### src/rtl/elevator_req_sched_if.sv
// elevator_req_sched_if: call buttons, car position and scheduler outputs (emerg only with SCHED_EMERG_EN)
interface elevator_req_sched_if;
  logic [3:0] req_btn;
  logic [1:0] cf;
  logic [1:0] floor;
  logic       tgt_valid;
  logic       dir_up;
  logic       door_open;
  logic [3:0] pending;
`ifdef SCHED_EMERG_EN
  logic       emerg;
  modport master (output req_btn, cf, emerg, input floor, tgt_valid, dir_up, door_open, pending);
  modport slave (input req_btn, cf, emerg, output floor, tgt_valid, dir_up, door_open, pending);
`else
  modport master (output req_btn, cf, input floor, tgt_valid, dir_up, door_open, pending);
  modport slave (input req_btn, cf, output floor, tgt_valid, dir_up, door_open, pending);
`endif
endinterface

### src/rtl/elevator_req_sched.sv
// elevator_req_sched: LOOK-ordered call scheduler with door dwell for a 4-floor car
// SCHED_EMERG_EN adds an emergency recall to floor 0 with the door held open
module elevator_req_sched #(
  parameter int NUM_FLOORS   = 4,
  parameter int DWELL_CYCLES = 4
) (
  input logic clk,
  input logic rst,
  elevator_req_sched_if.slave sched
);
  localparam logic [1:0] S_IDLE  = 2'b00;
  localparam logic [1:0] S_MOVE  = 2'b01;
  localparam logic [1:0] S_DWELL = 2'b10;
  localparam int CW = DWELL_CYCLES > 1 ? $clog2(DWELL_CYCLES) : 1;
  localparam logic [CW-1:0] LOAD = CW'(DWELL_CYCLES - 1);
  logic [1:0]    r_state, w_state;
  logic [3:0]    r_pending, w_pending;
  logic [1:0]    r_floor, w_floor;
  logic          r_dir_up, w_dir_up;
  logic [CW-1:0] r_cnt, w_cnt;
  logic [3:0]    w_clr, w_cf_oh;
  logic          w_up_hit, w_dn_hit;
  logic [1:0]    w_up_f, w_dn_f;
  assign w_cf_oh = 4'b0001 << sched.cf;
  // nearest pending floor strictly above and strictly below the car
  always_comb begin
    w_up_hit = 1'b0;
    w_up_f   = '0;
    w_dn_hit = 1'b0;
    w_dn_f   = '0;
    for (int i = NUM_FLOORS - 1; i >= 0; i--)
      if (r_pending[i] && 3'(i) > {1'b0, sched.cf}) begin
        w_up_hit = 1'b1;
        w_up_f   = 2'(i);
      end
    for (int i = 0; i < NUM_FLOORS; i++)
      if (r_pending[i] && 3'(i) < {1'b0, sched.cf}) begin
        w_dn_hit = 1'b1;
        w_dn_f   = 2'(i);
      end
  end
  always_comb begin
    w_state  = r_state;
    w_floor  = r_floor;
    w_dir_up = r_dir_up;
    w_cnt    = r_cnt;
    w_clr    = '0;
    if (r_state == S_IDLE) begin
      if (r_pending[sched.cf]) begin
        w_state = S_DWELL;
        w_cnt   = LOAD;
        w_clr   = w_cf_oh;
      end else if (|r_pending) begin
        w_state  = S_MOVE;
        w_floor  = r_dir_up ? (w_up_hit ? w_up_f : w_dn_f) : (w_dn_hit ? w_dn_f : w_up_f);
        w_dir_up = r_dir_up ? w_up_hit : !w_dn_hit;
      end
    end else if (r_state == S_MOVE) begin
      if (sched.cf == r_floor) begin
        w_state = S_DWELL;
        w_cnt   = LOAD;
        w_clr   = w_cf_oh;
      end else if (r_dir_up && w_up_hit && w_up_f < r_floor) begin
        w_floor = w_up_f;
      end else if (!r_dir_up && w_dn_hit && w_dn_f > r_floor) begin
        w_floor = w_dn_f;
      end
    end else begin
      w_clr   = w_cf_oh;
      w_state = r_cnt == '0 ? S_IDLE : S_DWELL;
      w_cnt   = r_cnt == '0 ? '0 : r_cnt - 1'b1;
    end
    w_pending = (r_pending | sched.req_btn) & ~w_clr;
`ifdef SCHED_EMERG_EN
    // recall to floor 0; the counter stays frozen while the door is held there
    if (sched.emerg) begin
      w_pending = '0;
      w_floor   = 2'b00;
      w_dir_up  = 1'b0;
      w_state   = sched.cf == 2'b00 ? S_DWELL : S_MOVE;
      w_cnt     = (r_state == S_DWELL && sched.cf == 2'b00) ? r_cnt : LOAD;
    end
`endif
  end
  always_ff @(posedge clk) begin
    if (rst) begin
      r_state   <= S_IDLE;
      r_pending <= '0;
      r_floor   <= 2'b00;
      r_dir_up  <= 1'b1;
      r_cnt     <= '0;
    end else begin
      r_state   <= w_state;
      r_pending <= w_pending;
      r_floor   <= w_floor;
      r_dir_up  <= w_dir_up;
      r_cnt     <= w_cnt;
    end
  end
  assign sched.floor     = r_floor;
  assign sched.tgt_valid = r_state == S_MOVE;
  assign sched.door_open = r_state == S_DWELL;
  assign sched.dir_up    = r_dir_up;
  assign sched.pending   = r_pending;
endmodule

### src/flat_wrapper.sv
// flat-port wrapper written by rule: the top's interface ports become plain ports
module elevator_req_sched_flat 
#(
  parameter int NUM_FLOORS   = 4,
  parameter int DWELL_CYCLES = 4
)
  (clk, rst, sched_req_btn, sched_cf, sched_floor, sched_tgt_valid, sched_dir_up, sched_door_open, sched_pending);
  elevator_req_sched_if sched_i ();
  input logic clk;
  input logic rst;
  input wire logic [$bits(sched_i.req_btn)-1:0] sched_req_btn;
  input wire logic [$bits(sched_i.cf)-1:0] sched_cf;
  output wire logic [$bits(sched_i.floor)-1:0] sched_floor;
  output wire logic [$bits(sched_i.tgt_valid)-1:0] sched_tgt_valid;
  output wire logic [$bits(sched_i.dir_up)-1:0] sched_dir_up;
  output wire logic [$bits(sched_i.door_open)-1:0] sched_door_open;
  output wire logic [$bits(sched_i.pending)-1:0] sched_pending;
  assign sched_i.req_btn = sched_req_btn;
  assign sched_i.cf = sched_cf;
  assign sched_floor = sched_i.floor;
  assign sched_tgt_valid = sched_i.tgt_valid;
  assign sched_dir_up = sched_i.dir_up;
  assign sched_door_open = sched_i.door_open;
  assign sched_pending = sched_i.pending;
  elevator_req_sched #(.NUM_FLOORS(NUM_FLOORS), .DWELL_CYCLES(DWELL_CYCLES)) u_core (.clk(clk), .rst(rst), .sched(sched_i));
endmodule
### config.mk
export PLATFORM = sky130hd
export DESIGN_NAME = elevator_req_sched_flat
export DESIGN_NICKNAME = d
export VERILOG_FILES = /design/src/rtl/elevator_req_sched_if.sv /design/src/rtl/elevator_req_sched.sv /design/src/flat_wrapper.sv
export SDC_FILE = /design/constraint.sdc
export NUM_CORES = 1
export LEC_CHECK = 0
export ABC_CLOCK_PERIOD_IN_PS = 2600
export BUFFER_PORTS_ARGS = -buffer_cell sky130_fd_sc_hd__buf_2
export CAP_MARGIN = 40
export CELL_PAD_IN_SITES_DETAIL_PLACEMENT = 0
export CELL_PAD_IN_SITES_GLOBAL_PLACEMENT = 1
export CORE_MARGIN = 2
export CORE_UTILIZATION = 37
export DETAILED_ROUTE_END_ITERATION = 12
export PLACE_DENSITY_LB_ADDON = 0.1
export RECOVER_POWER = 100
export REMOVE_ABC_BUFFERS = 1
export SLEW_MARGIN = 15
export SYNTH_ARGS = -nofsm -noshare
export SYNTH_HDL_FRONTEND = slang
export SYNTH_SLANG_ARGS = --single-unit
### constraint.sdc
create_clock -name clk -period 2.6 [get_ports clk]
set_input_delay 0.26 -clock clk [delete_from_list [all_inputs] [get_ports clk]]
set_output_delay 0.26 -clock clk [all_outputs]
set_load 0.005 [all_outputs]
==> impl_metrics.toml <==
[synth]
synth_top_area_frac = 0.293
syn_avg_cell_area_sq_um = 7.83
syn_inst = 96
yosysTopAreaCell = "dfxtp_1"
syn_area_sq_um = 752
seq_area_frac_synth = 0.293
synthTopCellsByArea = "dfxtp_1, nor2_1, a211oi_1"
yosys_most_used_dff = "dfxtp_1"
netlist-cell-type-count = 34
synth-edff-count = 0
async_flop_share = 0
synth-seq-cells = 11
synth_warnings = 0

[floorplan]
ioPinCount = 17
start_util = 0.387
die_w_microns = 49.1
die_y_microns = 49.1
rows = 16
die_area_sq_um = 2410
fp.coreArea_sq_um = 1940

[placed_design]
hpwl_mm = 1.37
portBuffers = 16
dp_cells = 136
dpl_cell_area_sq_um = 850
place_congestion = 0.853

[critical_path]
critical_path_class = "reg -> reg"
crit_fanout = 6
arrival_ps = 2220
startpoint = "u_core.sched.pending[1]"
crit_path_start_kind = "flop"
crit_required_ps = 2790
rr_startpoint = "u_core.sched.pending[1]"
reg2reg_depth = 9
crit_path_end_kind = "flop"

[timing]
setup_tns_ps = 0
worst_slew_pin_slew_ps = 558
period_minus_slack_ps = 2030
rsz0062_at_grt = "no"
max_slew_margin = 0.626
drv_slew = 0
finalSetupViolations = 0
hold_slack_ps = 252
clock_skew_ps = 1.94
fin_crit_sh = 0.780
fmax_mhz = 493
hold_viol = 0

[global_route]
grt_overflow = 0
grt_pass1_wl_mm = 3.10
grt_max_degree = 14
first_global_vias = 654
groute.usage.overall = 0.166
antenna_found_initial = 0

[clocking]
cts_resized = 0
ctsHtreeMaxLevel = 1
clk_latency_ps = 270
clock-sinks = 11
cts_made_buffers = 3
cts_setup_buffers = 0
cts_buffer_depth = 2
clkTransAtPathRegs_ps = 80
clock-root-buffer = "clkbuf_4"
ctsHoldBuffers = 0
cts_tree = "yes"

[power_and_ir_drop]
power_density_nw_per_um2 = 822
power_mw = 0.714
leakage_nw = 0.350
vdd_drop_max_v = 0.000335

[drt]
first_pass_iters = 4
wirelength_mm = 1.84
antenna_left = 0
vias = 763
post_drt_wl_per_cell_microns = 13.2
drc_errors = 0
drt_iter0_drc = 22
vias_per_cell = 5.45

[min_path]
min_path_type = "in -> reg"
hp-start = "sched_req_btn[1]"
min_delay_path_depth = 3

[layout]
layout-drive-gt1-share = 0.186
final_cell_mix = "nor2_1, buf_2, dfxtp_1"
finalNonFillerCells = 140
final_cell_area_sq_um = 868
final_nets = 124
final_common_cell = "nor2_1"
diodes = 0
area_growth_pct = 15.5

[job]
max-cap-violations = 0

[run_status]
outcome = "complete, no violations"
[stage by stage]
stage | worst slack, ps | utilization
2_1_floorplan | 719 | -
3_3_place_gp | 427 | 0.438
3_5_place_dp | 419 | 0.438
4_1_cts | 589 | 0.452
5_1_grt | 341 | 0.447
6_report | 571 | 0.447
[worst paths after layout]
check,end,slack (ps)
setup reg to reg,u_core.sched.floor[0],570
hold / removal,u_core.sched.pending[1],250
hold reg to reg,u_core.r_cnt[0],490
setup / recovery,u_core.sched.floor[0],570
[sequential cells by signal (all words and copies together), names as in the netlist]
signal and cells:
u_core.sched.pending 4, u_core.r_state 2, u_core.r_cnt 2, u_core.sched.dir_up 1, u_core.sched.floor 2
[worst max-delay path, cell delays in order, from the launching register on]
cell and delay, ps:
dfxtp_1 420, nand2b_1 110, o22ai_1 210, nor2_1 80, ha_1 180, nor2b_1 90
o21ai_0 130, nor2_1 140, mux2_1 340, a311oi_2 250
[layer usage]
| metal | vias up | track usage | part of all wire |
|---|---|---|---|
| met5 | - | 0 | 0 |
| met2 | 27 | 0.257 | 0.47 |
| li1 | 384 | - | - |
| met3 | 2 | 0.0337 | 0.048 |
| met1 | 350 | 0.219 | 0.47 |
| met4 | 0 | 0.0810 | 0.0076 |
[report_power, final]
part / internal, mW / switching [mW]
registers: 0.213 / 0.0569
clock network: 0.0569 / 0.0650
logic: 0.146 / 0.176
[cells in the mapped netlist, types with 3 or more instances]
| cell | instances |
|---|---|
| nor2_1 | 16 |
| dfxtp_1 | 11 |
| inv_1 | 5 |
| mux2i_1 | 4 |
| nor2b_1 | 3 |
| o21ai_0 | 8 |
| nand2_1 | 7 |
| a211oi_1 | 7 |
[cell type report]
type / count / area, sq um
clock buffers: 3 / 22.5
clock inverters: 1 / 5.00
fillers: 211 / 1070
inverters: 5 / 18.8
multi-input cells: 77 / 493
flip-flops and latches: 11 / 220
well taps: 27 / 33.8
repair buffers: 16 / 75.1
[logic make-up after synthesis]
family	Yosys count	synth area share
simple gates	37	0.233
compound gates	31	0.298
flops	11	0.293
buf+inv	8	0.0466
mux	5	0.0732
xor+xnor	2	0.0233
fa+ha+maj	2	0.0333
No activity file was read; power rests on OpenSTA's default activity.
